### src/rtl/uart_tx_arbiter.sv
// Round-robin arbiter sharing one UART byte transmitter among four requesters,
// with a lock for unbroken multi-byte messages and a per-byte completion timeout.
module uart_tx_arbiter #(
  parameter logic [15:0] TIMEOUT = 16'd2048
) (
  input  logic        clk,
  input  logic        rst_n,
  input  logic [3:0]  req,
  input  logic [31:0] req_data,
  input  logic [3:0]  lock,
  output logic [3:0]  ack,
  output logic [3:0]  err,
  output logic [1:0]  grant_id,
  output logic        busy,
  output logic        tx_en_sig,
  output logic [7:0]  tx_data,
  input  logic        tx_done
);

  localparam logic [1:0] S_IDLE  = 2'd0;
  localparam logic [1:0] S_SEND  = 2'd1;
  localparam logic [1:0] S_DONE  = 2'd2;
  localparam logic [1:0] S_REARB = 2'd3;

  logic [1:0]  r_state;
  logic [1:0]  r_ptr;
  logic [1:0]  r_grant;
  logic [15:0] r_cnt;
  logic [3:0]  r_ack;
  logic [3:0]  r_err;
  logic        r_busy;
  logic        r_tx_en;
  logic [7:0]  r_tx_data;

  logic [1:0]  w_rr_id;
  logic [1:0]  w_cand;
  logic [1:0]  w_sel_id;
  logic        w_sel_vld;

  // Scan from the farthest offset down so the requester closest to r_ptr wins.
  always_comb begin
    w_rr_id = r_ptr;
    w_cand  = r_ptr;
    for (int k = 3; k >= 0; k--) begin
      w_cand = r_ptr + 2'(k);
      if (req[w_cand]) w_rr_id = w_cand;
    end
  end

  always_comb begin
    w_sel_vld = |req;
    w_sel_id  = w_rr_id;
    if ((r_state == S_REARB) && lock[r_grant] && req[r_grant]) w_sel_id = r_grant;
  end

  always_ff @(posedge clk or negedge rst_n) begin
    if (!rst_n) begin
      r_state   <= S_IDLE;
      r_ptr     <= 2'd0;
      r_grant   <= 2'd0;
      r_cnt     <= 16'd0;
      r_ack     <= 4'd0;
      r_err     <= 4'd0;
      r_busy    <= 1'b0;
      r_tx_en   <= 1'b0;
      r_tx_data <= 8'h00;
    end else begin
      r_ack <= 4'd0;
      r_err <= 4'd0;
      case (r_state)
        S_IDLE, S_REARB: begin
          if (w_sel_vld) begin
            r_state   <= S_SEND;
            r_grant   <= w_sel_id;
            r_tx_data <= req_data[{w_sel_id, 3'b000} +: 8];
            r_tx_en   <= 1'b1;
            r_cnt     <= 16'd0;
            r_busy    <= 1'b1;
          end else begin
            r_state <= S_IDLE;
            r_busy  <= 1'b0;
          end
        end
        S_SEND: begin
          r_cnt <= r_cnt + 16'd1;
          // A done arriving on the last allowed cycle still counts as success.
          if (tx_done) begin
            r_state <= S_DONE;
            r_tx_en <= 1'b0;
            r_ack   <= 4'b0001 << r_grant;
          end else if (r_cnt == TIMEOUT - 16'd1) begin
            r_state <= S_DONE;
            r_tx_en <= 1'b0;
            r_err   <= 4'b0001 << r_grant;
          end
        end
        S_DONE: begin
          r_ptr   <= r_grant + 2'd1;
          r_state <= S_REARB;
        end
        default: r_state <= S_IDLE;
      endcase
    end
  end

  assign ack       = r_ack;
  assign err       = r_err;
  assign grant_id  = r_grant;
  assign busy      = r_busy;
  assign tx_en_sig = r_tx_en;
  assign tx_data   = r_tx_data;

endmodule

### config.mk
export PLATFORM = sky130hd
export DESIGN_NAME = uart_tx_arbiter
export DESIGN_NICKNAME = d
export VERILOG_FILES = /design/src/rtl/uart_tx_arbiter.sv
export SDC_FILE = /design/constraint.sdc
export NUM_CORES = 1
export LEC_CHECK = 0
export BUFFER_PORTS_ARGS = -buffer_cell sky130_fd_sc_hd__buf_2
export CAP_MARGIN = 20
export CORE_AREA = 8 8 72 74
export DETAILED_ROUTE_END_ITERATION = 8
export DIE_AREA = 0 0 80 82
export PLACE_DENSITY = 0.88
export SLEW_MARGIN = 40
export SYNTH_ARGS = -nofsm -noshare
export SYNTH_HDL_FRONTEND = slang
export SYNTH_SLANG_ARGS = --single-unit
### constraint.sdc
create_clock -name clk -period 3.9 [get_ports clk]
set_input_delay 0.39 -clock clk [delete_from_list [all_inputs] [get_ports clk]]
set_output_delay 0.39 -clock clk [all_outputs]
set_load 0.02 [all_outputs]
# After elaboration in Yosys (flattened, before gate mapping)
# Cells that the tools add are included.
# op_classes
reduce_logical,9
n_eq_ne,6
muxes,33
shifts,2
add_sub_neg,5
n_lt_le_gt_ge,5
# op_table
cell,count
one-hot mux 16 bit (2 select lines),1
indexed part select 32 x 6 -> 8 bit,1
two-way mux 4 bit,5
adder 16 x 1 -> 16 bit (second input constant),1
== test 16 x 11 -> 1 bit (second input constant),1
two-way mux 16 bit,1
less-than comparator 2 x 3 -> 1 bit (second input constant),5
two-way mux 2 bit,7
binary-select mux 1 bit (select 2 bit),6
two-way mux 1 bit,11
one-hot mux 2 bit (3 select lines),1
adder 2 x 1 -> 2 bit (second input constant),2
adder 2 bit (second input constant),2
== test 2 bit (second input constant),2
AND reduction 2 bit,2
OR reduction 4 bit,1
left shift 1 x 2 -> 4 bit (first input constant),1
inequality test 3 bit (second input constant),1
AND reduction 3 bit,1
== test 2 x 1 -> 1 bit (second input constant),1
logical AND 1 bit,2
zero test 2 bit,1
inequality test 2 bit (second input constant),1
one-hot mux 1 bit (2 select lines),1
other kinds (2),2
# word_totals
reg_bits,40

# Logic depth before layout (Yosys ltp)
# logic_depth
depth_word,9
mapped_depth,9

# Least setup slack after synthesis
# OpenSTA, ideal clock, no wires.
# synth_path
path_type,register to register
startpoint,register r_grant[0] (netlist: grant_id[0])
endpoint,register r_tx_data[7] (netlist: tx_data[7])
arrival_time_ns,2.040
slack_ns,1.756
required_ns,3.796
setup_ns,0.104
path_stages_with_launch,9
path_cell_list,dfrtp_1 -> inv_1 -> o311ai_2 -> nor2_1 -> mux2_1 -> buf_6 -> buf_12 -> mux2i_1 -> a221oi_1
# synth_via
elab_chain_cells,6
elab_cells_between_ends,8
# synth_rtl
element,line,source
from (decl),27,logic [1:0] r_grant;
from (signal assigned),74,r_grant <= w_sel_id;
binary-select mux 1 bit (select 2 bit),53,if ((r_state == S_REARB) && lock[r_grant] && req[r_grant]) w_sel_id = r_grant;
two-way mux 1 bit (implied by the code),53,
logical AND 1 bit (2 in series),53,
two-way mux 2 bit (*),53,
indexed part select 32 x 6 -> 8 bit (*),75,"r_tx_data <= req_data[{w_sel_id, 3'b000} +: 8];"
to (signal assigned),75,
to (decl),33,logic [7:0] r_tx_data;
# Mark *: on every way between the ends. The rest lies on a longest branch, timed or not. The select of a mux whose other input is x is not followed.
# A chain may end at the register's enable or synchronous reset.

# Worst setup path after layout
# Same ends and word-level chain as after synthesis.

==> out/qor.csv <==
metric,value,unit
Post-Route Skew,0.0117,ns
Max Clk Rate,443,MHz
synthesized area per cell,10.4,µm²
Post-Route WL,4.74,mm
vias per cell,5.46,
Critical Path RT,4.08,ns
crit path max fanout,17,
"Setup violations, final",0,
Synth area leaders,"dfrtp_1 46%, mux2i_1 7.9%, nor2_1 4.9%",
n_diodes,0,
static leakage,1.31,nW
worst skew pair latency,0.30,ns
post-synth top area share,46.5,%
Initial Util,52.0,%
IO Port Bufs,62,
die area,6560,µm²
Worst-Margin Slew,0.639,ns
initial antenna violation count,0,
CP Launch Type,flip-flop,
CP endpoint,tx_data[7]$_DFFE_PN0P_,
CORE AREA,4140,µm²
most common cell in the synthesized netlist,dfrtp_1,
r2r startpoint,grant_id[0]$_DFFE_PN0P_,
row count,24,
Fin Hold WS,0.0460,ns
post-route setup TNS,0,ns
final instance area,2580,µm²
WP buf/inv,1,
final net count,322,
Worst VDD drop,512,µV
ys async rst share,100,%
number of synthesized register bits,40,
WP data arrival,2.44,ns
status,finished clean,
crit-path max cell delay,0.56,ns
final hold violations,0,
Synth area leader,dfrtp_1,
clock root cell,clkbuf_8,
instance count on the critical path,6,
DRT Pass-1 Iters,4,
initial drt markers,96,
postcts setup bufs,0,
DP Area,2490,µm²
post-synth cell types,41,
global route overflow,0,
total CTS buffers,5,
largest net degree at the start of global routing,41,
clk buf depth,2,
Die W,80,µm
DRT antenna net count,0,
first-pass GRT wire length,8.07,mm
crit path kind,flip-flop to flip-flop,
Area Growth Syn to Fin,19.8,%
hold-fix buffers at CTS,0,
H-tree depth,2,
Setup crit start,grant_id[0]$_DFFE_PN0P_,
syn nets,258,
RSZ-0062 raised after global routing,false,
Top delay family on crit path,multiplexers,
routability cong.,0.828,
Commonest cells post-synth,"40 x dfrtp_1, 28 x nor2_1, 17 x mux2i_1",
Yosys Warn Count,0,
Die Ht,82,µm
"CTS clk-pin slew, worst paths",0.08,ns
"Seq/Total Area, Yosys",46.5,%
internal reg-to-reg setup slack,1.64,ns
cell count of the worst reg-to-reg path,6,
Rel. slew slack,57.4,%
# IOs,63,
CTS tree,yes,
GRT Total Usage,15.4,%
reg2reg end,tx_data[7]$_DFFE_PN0P_,
Worst setup EP type,flip-flop,
routed length per placed instance,14.6,µm
Syn Std Cell Area,2150,µm²
vias in the first global route,1898,
Cell Pwr Density,706,nW/µm²
final worst-path cycle share,57.9,%
Max Cap Violations,0,
CP Cell Sequence,inv_1 > o311ai_2 > nor2_1 > mux2_2 > mux2i_1 > a221oi_1,
final max-slew violation count,0,
share of cells above drive strength 1,29.4,%
Post-CTS Resized,0,
worst hold path class,primary input to asynchronous set/reset pin,
critical path's slowest cell,mux2_2,
prevailing post-synth register cell,dfrtp_1,
post-DP HPWL,3.58,mm
detailed-route DRC error count,0,
routed vias,1769,
Tmin final,2.26,ns
Syn Inst Count,207,
Post-synth EDFFs,0,
CTS Sinks,40,
-- metal layers --
metal,global-route usage (%),wire (µm),part of all wire [%],vias up
met3,5.25,381,8.0,7
met1,18.7,2160,46,825
li1,-,-,-,865
met4,6.55,76,1.6,0
met2,24.4,2120,45,72
met5,0,0,0,-
-- placed cells by master, fill, tap and decap left out, types with 6 or more instances in the layout --
cell type / n
nand3_1: 9
xor2_1: 9
buf_2: 61
o21ai_0: 6
clkbuf_8: 6
mux2i_1: 17
inv_1: 11
a221oi_1: 8
dfrtp_1: 40
ha_1: 8
and3_1: 9
nor2_1: 27
nand2_1: 7
-- cell type report --
type                    instances  area [µm²]
fillers                       358        1560
multi-input cells             149        1050
flip-flops and latches         40        1000
repair buffers                 63         320
clock buffers                   7        86.3
well taps                      52        65.1
inverters                      12        45.0
clock inverters                 1        7.51
-- worst min-delay path by stage --
| stage | from | to | slack, ns | cells after the start |
|---|---|---|---|---|
| 2_1_floorplan | rst_n | ack[0]$_DFF_PN0_ | 0.09 | 0 |
| 3_3_place_gp | tx_en_sig$_DFFE_PN0P_ | tx_en_sig$_DFFE_PN0P_ | 0.46 | 1 |
| 3_5_place_dp | rst_n | busy$_DFFE_PN0N_ | 0.40 | 1 |
| 4_1_cts | rst_n | busy$_DFFE_PN0N_ | 0.08 | 1 |
| 5_1_grt | rst_n | busy$_DFFE_PN0N_ | 0.09 | 1 |
| 6_report | rst_n | busy$_DFFE_PN0N_ | 0.05 | 1 |
-- state kept, by name (all words and copies together) (netlist names) --
signal,count
r_ptr,2
grant_id,2
ack,4
r_state,2
err,4
tx_data,8
busy,1
tx_en_sig,1
r_cnt,16
-- kinds of logic (layout without fill, tap and decap cells) --
group           count (synthesis)  in the layout  share of synthesized area (%)
simple gates                   73             73                           16.9
flops                          40             40                           46.5
fa+ha+maj                       8              8                           4.65
xor+xnor                       12             12                           4.88
compound gates                 35             35                           12.5
buf+inv                        18             83                           4.65
mux                            21             21                           9.99
-- per-stage QoR --
step	utilization (%)	power [W]	setup WS (ns)	cells
CTS	62.3	0.00183	1.43	324
floorplan	-	0.00134	1.76	207
global placement	59.9	0.00151	1.54	316
detailed placement	60.0	0.00154	1.43	316
finish	62.3	0.00182	1.64	324
global route	62.3	0.00196	1.47	324
-- report_power, final --
group / internal (W) / switching [W] / total (W)
combinational: 0.000371 / 0.000554 / 0.000924
clock: 0.000144 / 0.000140 / 0.000284
sequential: 0.000524 / 0.0000892 / 0.000613
total: 0.00104 / 0.000783 / 0.00182
Power figures use the tool's default switching activity.
